`src/rtl/mem_arb_pkg.sv`:
```
`default_nettype none
// ============================================================================
// Module      : mem_arb_pkg
// Description : Shared types and constants for the memory port arbiter.
// Revision    : 1.0 - initial release
// ============================================================================
package mem_arb_pkg;

    localparam int c_WORD_SIZE   = 16;  // default address/data width
    localparam int c_GRANT_CNT_W = 16;  // width of the per-side grant counters
    localparam int c_STREAK_W    = 4;   // holds MAX_D_STREAK up to 15

    typedef enum logic [1:0] {
        IDLE   = 2'd0,
        BUSY_I = 2'd1,
        BUSY_D = 2'd2,
        BUSY_X = 2'd3
    } arb_state_t;

endpackage
`default_nettype wire

```
`src/rtl/mem_arb_pick.sv`:
```
`default_nettype none
// ============================================================================
// Module      : mem_arb_pick
// Description : Winner selection between fetch and data requesters, with a
//               bounded D-streak counter that keeps fetches from starving.
// Revision    : 1.0 - initial release
// ============================================================================
module mem_arb_pick
    import mem_arb_pkg::*;
#(
    parameter int MAX_D_STREAK = 4
) (
    input  logic clk,
    input  logic reset,
    input  logic arb_en,     // high only in cycles where an arbitration happens
    input  logic i_req,
    input  logic i_cancel,
    input  logic d_req,
    output logic grant_i,
    output logic grant_d
);

    localparam logic [c_STREAK_W-1:0] c_MAX_STREAK = c_STREAK_W'(MAX_D_STREAK);

    logic [c_STREAK_W-1:0] r_streak;
    logic                  w_streak_full;

    assign w_streak_full = (r_streak == c_MAX_STREAK);

    // Data wins unless a waiting fetch has already seen a full streak of D grants.
    always_comb begin
        grant_d = arb_en && d_req && !(i_req && w_streak_full);
        grant_i = arb_en && !grant_d && i_req && !i_cancel;
    end

    // Streak only counts D grants that a pending fetch had to sit through.
    always_ff @(posedge clk or posedge reset) begin
        if (reset) begin
            r_streak <= '0;
        end else if (arb_en) begin
            if (!i_req || grant_i) begin
                r_streak <= '0;
            end else if (grant_d && !w_streak_full) begin
                r_streak <= r_streak + 1'b1;
            end
        end
    end

endmodule
`default_nettype wire

```
`src/rtl/mem_port_arbiter.sv`:
```
`default_nettype none
// ============================================================================
// Module      : mem_port_arbiter
// Description : Shares one single-ported, variable-latency memory between a
//               read-only fetch port and a read/write data port. Data has
//               priority; fetches can be cancelled while pending or in flight.
// Revision    : 1.0 - initial release
// ============================================================================
module mem_port_arbiter
    import mem_arb_pkg::*;
#(
    parameter int WORD_SIZE    = c_WORD_SIZE,
    parameter int MAX_D_STREAK = 4
) (
    input  logic                     clk,
    input  logic                     reset,
    // fetch side
    input  logic                     i_req,
    input  logic [WORD_SIZE-1:0]     i_addr,
    input  logic                     i_cancel,
    output logic                     i_ack,
    output logic [WORD_SIZE-1:0]     i_rdata,
    // data side
    input  logic                     d_req,
    input  logic                     d_we,
    input  logic [WORD_SIZE-1:0]     d_addr,
    input  logic [WORD_SIZE-1:0]     d_wdata,
    output logic                     d_ack,
    output logic [WORD_SIZE-1:0]     d_rdata,
    // memory backend
    output logic                     mem_req,
    output logic                     mem_we,
    output logic [WORD_SIZE-1:0]     mem_addr,
    output logic [WORD_SIZE-1:0]     mem_wdata,
    input  logic [WORD_SIZE-1:0]     mem_rdata,
    input  logic                     mem_ack,
    // statistics
    output logic [c_GRANT_CNT_W-1:0] i_grants,
    output logic [c_GRANT_CNT_W-1:0] d_grants
);

    arb_state_t r_state;
    arb_state_t w_state_next;

    logic w_arb_en;
    logic w_grant_i;
    logic w_grant_d;
    logic w_busy_ack;

    logic                     r_mem_req;
    logic                     r_mem_we;
    logic [WORD_SIZE-1:0]     r_mem_addr;
    logic [WORD_SIZE-1:0]     r_mem_wdata;
    logic                     r_i_ack;
    logic                     r_d_ack;
    logic [WORD_SIZE-1:0]     r_i_rdata;
    logic [WORD_SIZE-1:0]     r_d_rdata;
    logic [c_GRANT_CNT_W-1:0] r_i_grants;
    logic [c_GRANT_CNT_W-1:0] r_d_grants;

    assign w_arb_en   = (r_state == IDLE);
    // A backend ack is only meaningful while an access is outstanding.
    assign w_busy_ack = (r_state != IDLE) && mem_ack;

    mem_arb_pick #(
        .MAX_D_STREAK (MAX_D_STREAK)
    ) u_pick (
        .clk      (clk),
        .reset    (reset),
        .arb_en   (w_arb_en),
        .i_req    (i_req),
        .i_cancel (i_cancel),
        .d_req    (d_req),
        .grant_i  (w_grant_i),
        .grant_d  (w_grant_d)
    );

    // FSM state register.
    always_ff @(posedge clk or posedge reset) begin
        if (reset) begin
            r_state <= IDLE;
        end else begin
            r_state <= w_state_next;
        end
    end

    // FSM next state: a cancel racing the ack still ends the fetch silently.
    always_comb begin
        w_state_next = r_state;
        unique case (r_state)
            IDLE: begin
                if (w_grant_d) begin
                    w_state_next = BUSY_D;
                end else if (w_grant_i) begin
                    w_state_next = BUSY_I;
                end
            end
            BUSY_I: begin
                if (mem_ack) begin
                    w_state_next = IDLE;
                end else if (i_cancel) begin
                    w_state_next = BUSY_X;
                end
            end
            BUSY_D, BUSY_X: begin
                if (mem_ack) begin
                    w_state_next = IDLE;
                end
            end
            default: w_state_next = IDLE;
        endcase
    end

    // Backend command, response capture, ack pulses and grant counters.
    always_ff @(posedge clk or posedge reset) begin
        if (reset) begin
            r_mem_req   <= 1'b0;
            r_mem_we    <= 1'b0;
            r_mem_addr  <= '0;
            r_mem_wdata <= '0;
            r_i_ack     <= 1'b0;
            r_d_ack     <= 1'b0;
            r_i_rdata   <= '0;
            r_d_rdata   <= '0;
            r_i_grants  <= '0;
            r_d_grants  <= '0;
        end else begin
            r_i_ack <= 1'b0;
            r_d_ack <= 1'b0;
            if (w_grant_d) begin
                r_mem_req   <= 1'b1;
                r_mem_we    <= d_we;
                r_mem_addr  <= d_addr;
                r_mem_wdata <= d_wdata;
                r_d_grants  <= r_d_grants + 1'b1;
            end else if (w_grant_i) begin
                r_mem_req  <= 1'b1;
                r_mem_we   <= 1'b0;
                r_mem_addr <= i_addr;
                r_i_grants <= r_i_grants + 1'b1;
            end
            if (w_busy_ack) begin
                r_mem_req <= 1'b0;
                r_mem_we  <= 1'b0;
                if (r_state == BUSY_I && !i_cancel) begin
                    r_i_ack   <= 1'b1;
                    r_i_rdata <= mem_rdata;
                end
                if (r_state == BUSY_D) begin
                    r_d_ack <= 1'b1;
                    if (!r_mem_we) begin
                        r_d_rdata <= mem_rdata;
                    end
                end
            end
        end
    end

    assign mem_req   = r_mem_req;
    assign mem_we    = r_mem_we;
    assign mem_addr  = r_mem_addr;
    assign mem_wdata = r_mem_wdata;
    assign i_ack     = r_i_ack;
    assign d_ack     = r_d_ack;
    assign i_rdata   = r_i_rdata;
    assign d_rdata   = r_d_rdata;
    assign i_grants  = r_i_grants;
    assign d_grants  = r_d_grants;

endmodule
`default_nettype wire
```
`config.mk`:
```
export PLATFORM = sky130hd
export DESIGN_NAME = mem_port_arbiter
export DESIGN_NICKNAME = d
export VERILOG_FILES = /design/src/rtl/mem_arb_pkg.sv /design/src/rtl/mem_arb_pick.sv /design/src/rtl/mem_port_arbiter.sv
export SDC_FILE = /design/constraint.sdc
export NUM_CORES = 1
export LEC_CHECK = 0
export ABC_AREA = 1
export BUFFER_PORTS_ARGS = -buffer_cell sky130_fd_sc_hd__buf_2
export CORE_MARGIN = 2
export CORE_UTILIZATION = 45
export CTS_CLUSTER_DIAMETER = 200
export DETAILED_ROUTE_END_ITERATION = 10
export PLACE_DENSITY = 0.72
export SLEW_MARGIN = 10
export SYNTH_ARGS = -nofsm -noshare
export SYNTH_HDL_FRONTEND = slang
export SYNTH_SLANG_ARGS = --single-unit
```
`constraint.sdc`:
```
create_clock -name clk -period 8.2 [get_ports clk]
set_input_delay 1.64 -clock clk [delete_from_list [all_inputs] [get_ports clk]]
set_output_delay 1.64 -clock clk [all_outputs]
set_load 0.01 [all_outputs]
```
==> run metrics, run 1 <==
status completed; Die ar. 11,800 um^2; clk buf depth 2; Vert. Die Dim around 110 um; all-layer global routing usage 20.1%; ANT nets after route 0; Power Dens Cells ~320 nW/um^2; commonest non-fill, non-tap cells in the layout 267 x nand2_1, 170 x buf_2, 106 x dfrtp_1, 50 x inv_1, 47 x o21ai_0; worst path cell trace buf_2 > inv_1 > nor2_2 > nand2_2 > inv_2 > nand3_1 > inv_1 > nand2_1 > nand2_1 > nand2_1; final setup fails 0; Vias/cell just under 5; Clock Skew between 0.006 and 0.007 ns; H-Tree Level Count 3; RSZ-0062 raised after global routing false; sequential area share after synthesis between 50% and 60%; slowest CP cell inv_2; first-pass GRT wire length 18.9 mm; total power roughly 2000 uW; TritonCTS Buffers 9; WS Path Type in -> reg; largest area contributor in the netlist dfrtp_1; share of cells above drive strength 1 between 20% and 30%; worst hold slack between 0.4 and 0.5 ns; synthesized flop and latch total around 110; Max stage delay on crit path 0.85 ns; Worst path most repeated cell nand2_1; routability cong. around 0.89; largest net degree at the start of global routing 70; dpl hpwl just over 8 mm; Root Driver clkbuf_8; CTS tree built; Initial Util a little under half; number of synthesized flops with an enable pin 0; fin. max-slew vios 0; Hold Crit Class reg -> reg; vias in the first global route 4,138; area grow syn2layout 23.3%; max_cap viols 0; min Tclk post-route between 3 and 4 ns; IO buf count 170; wire length per cell between 10 and 15 um; Post-CTS Resized 0; # IOs ~170; most common cell after layout, fill and taps aside nand2_1; startpoint types input pin; DR iter-0 viols about 240; Main synth FF type dfrtp_1; Hold Vio Cnt, Final 0; critical path arrival between 3 and 4 ns; Fin Setup TNS 0 ns; peak supply drop between 150 and 200 uV; DR pass1 iterations 5; syn nets 688; Netlist cell types 26; Synth area leaders dfrtp_1 54%, nand2_1 20%, o21ai_0 4.8%; CP Capture Type register; WP data required 8.45 ns; Synth Warn # 0; gr ovfl total 0; Post-CTS Hold Buffers 0; Leak 0.00346 uW; DRT Wirelength between 10 and 15 mm; worst-skew pair later-pin latency 0.36 ns; Post-Syn Area per Cell around 8 um^2; Slew HR between 20% and 30%; drc violations 0; via count approximately 4,400; Post-Syn Area between 4000 and 5000 um^2; final net count about 850; Post-Synthesis Cells 613; antenna violations before repair 1; asr flop ratio synth 100%; CTS clk-pin slew, worst paths about 0.10 ns; Die Span X roughly 110 um; clk sinks about 110; final worst path period share a little under half; postcts setup bufs 0; Yosys top cell area share approximately 54%; Worst Tran Pin Value between 1 and 1.5 ns; Max Fclk 0.267 GHz; Row Count 38; core area about 11,000 um^2; Crit Path Max Fanout 59
[state kept, by name, summed over array words and instances, names as in the netlist]
signal / cells
i_grants: 16
i_rdata: 16
i_ack: 1
mem_addr: 16
u_pick.r_streak: 4
mem_req: 1
mem_wdata: 16
d_ack: 1
mem_we: 1
r_state: 2
d_rdata: 16
d_grants: 16
[power breakdown]
group | switching [uW] | total (uW) | internal [uW]
clock network | 185 | 339 | 153
registers | 141 | 867 | 726
logic | 465 | 754 | 289
[metal layers]
layer  global-route usage (%)  wire [um]
met1                     26.4       5080
met2                     31.7       5450
met3                     6.15        875
met4                     6.68        159
met5                        0          0
[critical path: cells and delay by family]
kind	cells	cell delay, ns
buf+inv	4	1.18
simple gates	6	1.15
[cells in the mapped netlist (3+ instances only)]
library cell,n
buf_2,11
dfrtp_1,106
nor2_1,27
nand4_1,7
xnor2_1,5
inv_2,4
nand2_2,3
nand3_1,36
nand3b_1,5
nor3_1,7
clkbuf_1,8
nand2_1,267
o21ai_0,47
xor2_1,13
inv_1,51
ha_1,4
[logic make-up after synthesis]
family          synth area share, %
fa+ha+maj                      1.02
xor+xnor                       3.21
compound gates                 5.48
buf+inv                        6.45
simple gates                   29.8
flops                          54.0
[stage by stage]
| step | std cells | utilization, % | area (um^2) | setup WS [ns] |
|---|---|---|---|---|
| after floorplan | 613 | - | 4910 | 3.77 |
| after global placement | 903 | 54.4 | 5840 | 4.19 |
| after detailed placement | 903 | 54.4 | 5840 | 4.08 |
| after CTS | 919 | 56.3 | 6050 | 4.46 |
| after global routing | 919 | 56.3 | 6050 | 4.18 |
| final | 920 | 56.3 | 6050 | 4.46 |
[final timing paths]
check / start / endpoint / slack, ns / depth (start not counted)
min in group asynchronous: reset / i_rdata[14] / 1.28 / 2
min: mem_wdata[0] / mem_wdata[0] / 0.48 / 2
max in group asynchronous: reset / d_grants[15] / 5.67 / 3
max: d_req / d_grants[11] / 4.46 / 10
max reg2reg: u_pick.r_streak[0] / d_grants[11] / 5.18 / 10
min reg2reg: mem_wdata[0] / mem_wdata[0] / 0.48 / 2
[area by class of cell]
type,count,area [um^2]
clock buffers,10,138
diodes,1,2.50
repair buffers,171,858
multi-input cells,430,1940
flip-flops and latches,106,2650
well taps,140,175
fillers,1017,4690
inverters,56,215
clock inverters,6,73.8
Note: power is estimated with default switching activity, not from simulation.
==> run 2: changes to the inputs <==
==> constraint.sdc (replaced) <==
create_clock -name clk -period 3.9 [get_ports clk]
set_input_delay 0.78 -clock clk [delete_from_list [all_inputs] [get_ports clk]]
set_output_delay 0.78 -clock clk [all_outputs]
set_load 0.01 [all_outputs]
==> run 2 against run 1 <==
Register-to-register slack worse by 3.3 ns. Combinational power is 110% higher. Worst hold slack improved by 0.0045 ns. Final cell count unchanged. Sequential power up 110%. Worst setup slack worse by 2.6 ns. Routed wire length fell by 0.24%. Global-route usage is 0.11 points higher. Via count shrank 0.97%. Final area up 0.12%. Utilization up 0.070 points.
==> run metrics, run 2 (synthesis gave the netlist of run 1 again) <==
Reg area 2650 um^2 (unchanged); fin. max-slew vios 0 (unchanged); Reg2Reg Depth 10 (unchanged); WP data required 4.17 ns (-4.28 ns); pre-CTS setup slack 1.45 ns (-2.63 ns); ANT nets after route 0 (unchanged); Worst Tran Pin Value 1.04 ns (-0.106 ns); clock network fraction of total power 17.6% (+0.3 points); Logic pwr share 38.2% (-0.3 points); Hold Path End mem_wdata[8]; dpl hpwl 8.12 mm (-1.2%); Die Span X 108 um (unchanged); P_sw 1680 uW (+110%); via count 4,384 (-0.97%); final net count 850 (+0.12%); DR pass1 iterations 4 (-1); CP Buf/Inv Count 3 (-1); core area 10,700 um^2 (unchanged); WS Path Type reg -> reg; CP delay by family, top buffers and inverters; final worst slack 1.83 ns (-2.63 ns); largest net degree at the start of global routing 75 (+7.1%); CTS tree built; Hold Vio Cnt, Final 0 (unchanged); drc violations 0 (unchanged); Die ar. 11,800 um^2 (unchanged); Row Count 38 (unchanged); Vert. Die Dim 108 um (unchanged); worst path cell trace inv_1 > ha_1 > nand4_1 > nand2_2 > inv_2 > nand3_1 > inv_1 > nand2_1 > nand2_1 > nand2_1; gr ovfl total 0 (unchanged); Leak 0.00347 uW (+0.39%); Max Fclk ~0.48 GHz; Max stage delay on crit path 0.50 ns (-0.35 ns); Vias/cell 4.77 (-0.97%); share of cells above drive strength 1 25.8% (+0.095 points); routability cong. 0.875 (-1.6%); hold depth 2 (unchanged); Initial Util 45.7% (unchanged); vias in the first global route 4,078 (-1.4%); final setup fails 0 (unchanged); CTS clk-pin slew, worst paths 0.11 ns (about the same); DRT Wirelength 11.5 mm (-0.24%); max_cap viols 0 (unchanged); DR iter-0 viols 260 (+6.6%); Sw Ratio 40.7% (+0.37 points); all-layer global routing usage 20.2% (+0.11 points); Post-CTS Resized 0 (unchanged); clk sinks 106 (unchanged); Post-Place Cells 904 (+0.11%); Slew HR 30.2% (+7.1 points); Power Dens Cells 682 nW/um^2 (+110%); status completed; TritonCTS Buffers 9 (unchanged); Worst path most repeated cell nand2_1; wire length per cell 12.5 um (-0.24%); antenna violations before repair 0 (-1); # diodes 0 (-1); worst-skew pair later-pin latency 0.38 ns (+0.02 ns); Hold Crit Class reg -> reg; Min-Delay Startpoint mem_wdata[8]; H-Tree Level Count 3 (unchanged); area of the multi-input gates 1940 um^2 (unchanged); # IOs 171 (unchanged); Crit Path Max Fanout 42 (-29%); peak supply drop 377 uV (+140%); launching point of the worst reg2reg path u_pick.r_streak[0]; clk buf depth 2 (unchanged); Post-CTS Hold Buffers 0 (unchanged); min Tclk post-route between 2 and 2.5 ns; Clock Skew 0.0124 ns (+0.00606 ns); Crit Reg-Reg Endpoint d_grants[11]; slowest CP cell inv_2; startpoint types register; first-pass GRT wire length 18.9 mm (-0.15%); area grow syn2layout 23.5%; final worst path period share about 53%; Root Driver clkbuf_8; postcts setup bufs 0 (unchanged); fin cells 920 (unchanged); IO buf count 170 (unchanged); worst reg2reg setup slack 1.83 ns (-3.35 ns); commonest non-fill, non-tap cells in the layout 267 x nand2_1, 170 x buf_2, 106 x dfrtp_1, 50 x inv_1, 47 x o21ai_0; RSZ-0062 raised after global routing false; CP Capture Type register; Seq pwr share 44.1% (about the same); most common cell after layout, fill and taps aside nand2_1; filler cell count 1,021 (+0.39%); Fin Setup TNS 0 ns (unchanged); internal power 2450 uW (+110%); critical path arrival 2.34 ns (-1.65 ns)
-- run 2: metrics by stage --
stage / hold slack [ns] / utilization (%) / cell area (um^2) / power (uW)
CTS: 0.487 / 56.4 / 6060 / 4190
floorplan: 0.464 / - / 4910 / 2790
detailed placement: 0.460 / 54.4 / 5850 / 3440
global route: 0.513 / 56.4 / 6060 / 4480
global placement: 0.458 / 54.4 / 5850 / 3380
finish: 0.487 / 56.4 / 6060 / 4140
-- run 2: final cells by class --
cell class | instances | share of cell area [%]
Inverter | 56 | 3.55
Multi-Input combinational cell | 430 | 32.0
Timing Repair Buffer | 172 | 14.3
Clock buffer | 9 | 2.04
Tap cell | 140 | 2.89
Sequential cell | 106 | 43.8
Clock inverter | 7 | 1.49
-- run 2: worst max-delay path by stage --
stage                        end          startpoint  slack, ns  cells after the start
CTS                 d_grants[11]  u_pick.r_streak[0]       1.81                     10
global route         d_grants[5]  u_pick.r_streak[0]       1.54                     10
global placement      i_rdata[0]            i_cancel       1.58                      4
floorplan                  d_ack               reset       0.33                      1
detailed placement    i_rdata[3]            i_cancel       1.45                      4
finish              d_grants[11]  u_pick.r_streak[0]       1.83                     10
-- run 2: per-layer routing --
| metal | up-vias | GRT usage, % | share of wire (%) |
|---|---|---|---|
| met2 | 125 | 32.4 | 47 |
| met4 | 0 | 7.51 | 1.5 |
| met3 | 14 | 4.04 | 5.8 |
| met1 | 2014 | 27.2 | 46 |
| li1 | 2231 | - | - |
| met5 | - | 0 | 0 |
-- run 2: power by group through the flow --
stage | Sequential (uW) | Combinational (uW) | Clock [uW]
3_3_place_gp | 1830 | 1560 | 0
4_1_cts | 1820 | 1610 | 755
6_report | 1820 | 1580 | 729
2_1_floorplan | 2000 | 787 | 0
3_5_place_dp | 1840 | 1600 | 0
5_1_grt | 1880 | 1790 | 798
-- run 2: tightest hold or removal path: cells and delay by family (launching register included) --
kind,cells,cell delay [ns]
flops,1,0.36
simple gates,2,0.10
==> run 3: changes to the inputs <==
--- a/config.mk
+++ b/config.mk
@@ -11,7 +11,7 @@
 export CORE_UTILIZATION = 45
 export CTS_CLUSTER_DIAMETER = 200
 export DETAILED_ROUTE_END_ITERATION = 10
-export PLACE_DENSITY = 0.72
+export PLACE_DENSITY = 0.75
 export SLEW_MARGIN = 10
 export SYNTH_ARGS = -nofsm -noshare
 export SYNTH_HDL_FRONTEND = slang
==> constraint.sdc (replaced) <==
create_clock -name clk -period 1.9 [get_ports clk]
set_input_delay 0.38 -clock clk [delete_from_list [all_inputs] [get_ports clk]]
set_output_delay 0.38 -clock clk [all_outputs]
set_load 0.01 [all_outputs]
==> run 3 against run 2 <==
Utilization grew 0.50 points. Worst hold slack lost 0.33 ns. Clock skew shrank 0.0032 ns. Final area grew 0.89%. Sequential share of layout area shrank 0.38 points. Power grew 100%. Die area is the same. Clock-buffer cell count grew 1. Critical path type unchanged. Critical path depth shrank 1. Worst setup slack lost 1.7 ns.
==> run metrics, run 3 (synthesis gave the netlist of run 1 again) <==
Row Count 38 (unchanged); met2 usage 33.7% (+1.3 points); final setup fails 0 (unchanged); first-pass GRT wire length 19.4 mm (+3.0%); final core occ 56.9% (+0.50 points); area grow syn2layout 24.6%; TritonCTS Buffers 9 (unchanged); Leak 0.00348 uW (+0.28%); Max Fclk 0.564 GHz (+17%); min Tclk post-route 1.77 ns (-0.295 ns); clk buf depth 2 (unchanged); max_cap viols 0 (unchanged); fin. max-slew vios 0 (unchanged); slowest CP cell dfrtp_1; worst path cell trace inv_1 > ha_1 > nand4_1 > nand2_2 > nand2_2 > nor2_8 > buf_4 > o21ai_0 > o21ai_0; CP delay by family, top simple AND/OR/NAND/NOR gates; final net count 855 (+0.59%); gr ovfl total 0 (unchanged); vias in the first global route 4,378 (+7.4%); Worst Tran Pin Value 0.579 ns (-0.465 ns); # diodes 0 (unchanged); final worst slack 0.127 ns (-1.70 ns); Crit Path Max Fanout 15 (-64%); fin cells 924 (+0.43%); CTS tree built; DR pass1 iterations 6 (+2); Die ar. 11,800 um^2 (unchanged); Max stage delay on crit path 0.41 ns (-0.09 ns); DRT Wirelength 11.8 mm (+2.5%); Vias/cell 4.88 (+2.4%); CP Buf/Inv Count 2 (-1); DR iter-0 viols 199 (-23%); CTS clk-pin slew, worst paths 0.09 ns (-0.02 ns); Power Dens Cells 1390 nW/um^2 (+100%); worst-skew pair later-pin latency 0.36 ns (-0.02 ns); routability cong. 0.867 (-0.95%); all-layer global routing usage 20.7% (+0.51 points); largest net degree at the start of global routing 107 (+43%); Slew HR 61.4% (+31 points); ANT nets after route 0 (unchanged); CP Capture Type register; clk sinks 106 (unchanged); met1 usage in global routing 26.0% (-1.2 points); commonest non-fill, non-tap cells in the layout 267 x nand2_1, 170 x buf_2, 106 x dfrtp_1, 50 x inv_1, 47 x o21ai_0; worst hold slack 0.153 ns (-0.334 ns); critical path arrival 2.05 ns (-0.29 ns); core area 10,700 um^2 (unchanged); WS Path Type reg -> reg; share of cells above drive strength 1 26.0% (+0.25 points); dpl hpwl 8.60 mm (+5.9%); Clock Skew 0.00912 ns (-0.00323 ns); Die Span X 108 um (unchanged); IO buf count 170 (unchanged); via count 4,509 (+2.9%); Hold Crit Class in -> async; WP data required 2.17 ns (-2.00 ns); GR Util met3 6.15% (+2.1 points); status completed; Post-CTS Hold Buffers 0 (unchanged); drc violations 0 (unchanged); wire length per cell 12.8 um (+2.1%); Vert. Die Dim 108 um (unchanged); antenna violations before repair 1 (+1); Initial Util 45.7% (unchanged); most common cell after layout, fill and taps aside nand2_1; final worst path period share 93.3% (+40 points); Root Driver clkbuf_8; CP Depth 9 (-1); peak supply drop 671 uV (+78%); Reg2Reg Depth 9 (-1); pre-CTS setup slack 0.0964 ns (-1.35 ns); Most Crowded Layer GR met2; RSZ-0062 raised after global routing false; postcts setup bufs 0 (unchanged); Post-CTS Resized 0 (unchanged); Hold Vio Cnt, Final 0 (unchanged); startpoint types register; # IOs 171 (unchanged); Fin Setup TNS 0 ns (unchanged); Post-Place Cells 909 (+0.55%); H-Tree Level Count 3 (unchanged)
## run 3: cell count changes in the layout (fill, tap and decap cells not counted), sizes merged
cell and delta:
buf +5, clkbuf +1, clkinvlp +3, inv -5
## run 3: final timing paths
path | start | end | slack (ns)
worst max-delay path | u_pick.r_streak[0] | i_grants[6] | 0.13
worst max register to register | u_pick.r_streak[0] | i_grants[6] | 0.13
worst min register to register | mem_wdata[14] | mem_wdata[14] | 0.48
worst min-delay path | reset | i_grants[12] | 0.15
min in group clk | d_wdata[2] | mem_wdata[2] | 0.21
max in group asynchronous | reset | d_rdata[7] | 1.29
## run 3: layout make-up
type / count / area [um^2]
clock buffers: 10 / 128
clock inverters: 5 / 65.1
fillers: 1016 / 4630
inverters: 56 / 219
multi-input cells: 430 / 1950
flip-flops and latches: 106 / 2650
well taps: 140 / 175
repair buffers: 177 / 928
## run 3: through the flow
step / power (uW) / instance area, um^2
floorplan: 5730 / 4910
global placement: 6980 / 5910
detailed placement: 7150 / 5910
CTS: 8560 / 6100
global route: 9200 / 6120
finish: 8470 / 6120
## run 3: per-layer routing
layer | wire length, um | part of all wire, %
met5 | 13 | 0.11
met4 | 73 | 0.62
met1 | 5190 | 44
met3 | 899 | 7.6
met2 | 5650 | 48
## run 3: worst register-to-register path: stages (launching register included)
cell and delay (ns):
dfrtp_1 0.41, inv_1 0.09, ha_1 0.17, nand4_1 0.11
nand2_2 0.17, nand2_2 0.11, nor2_8 0.19, buf_4 0.24
o21ai_0 0.10, o21ai_0 0.09
## run 3: power by group
group          total [uW]  internal [uW]  switching [uW]  leakage, uW
combinational        3340           1310            2030      0.00204
clock                1390            615             773    0.0000905
sequential           3750           3130             617      0.00135
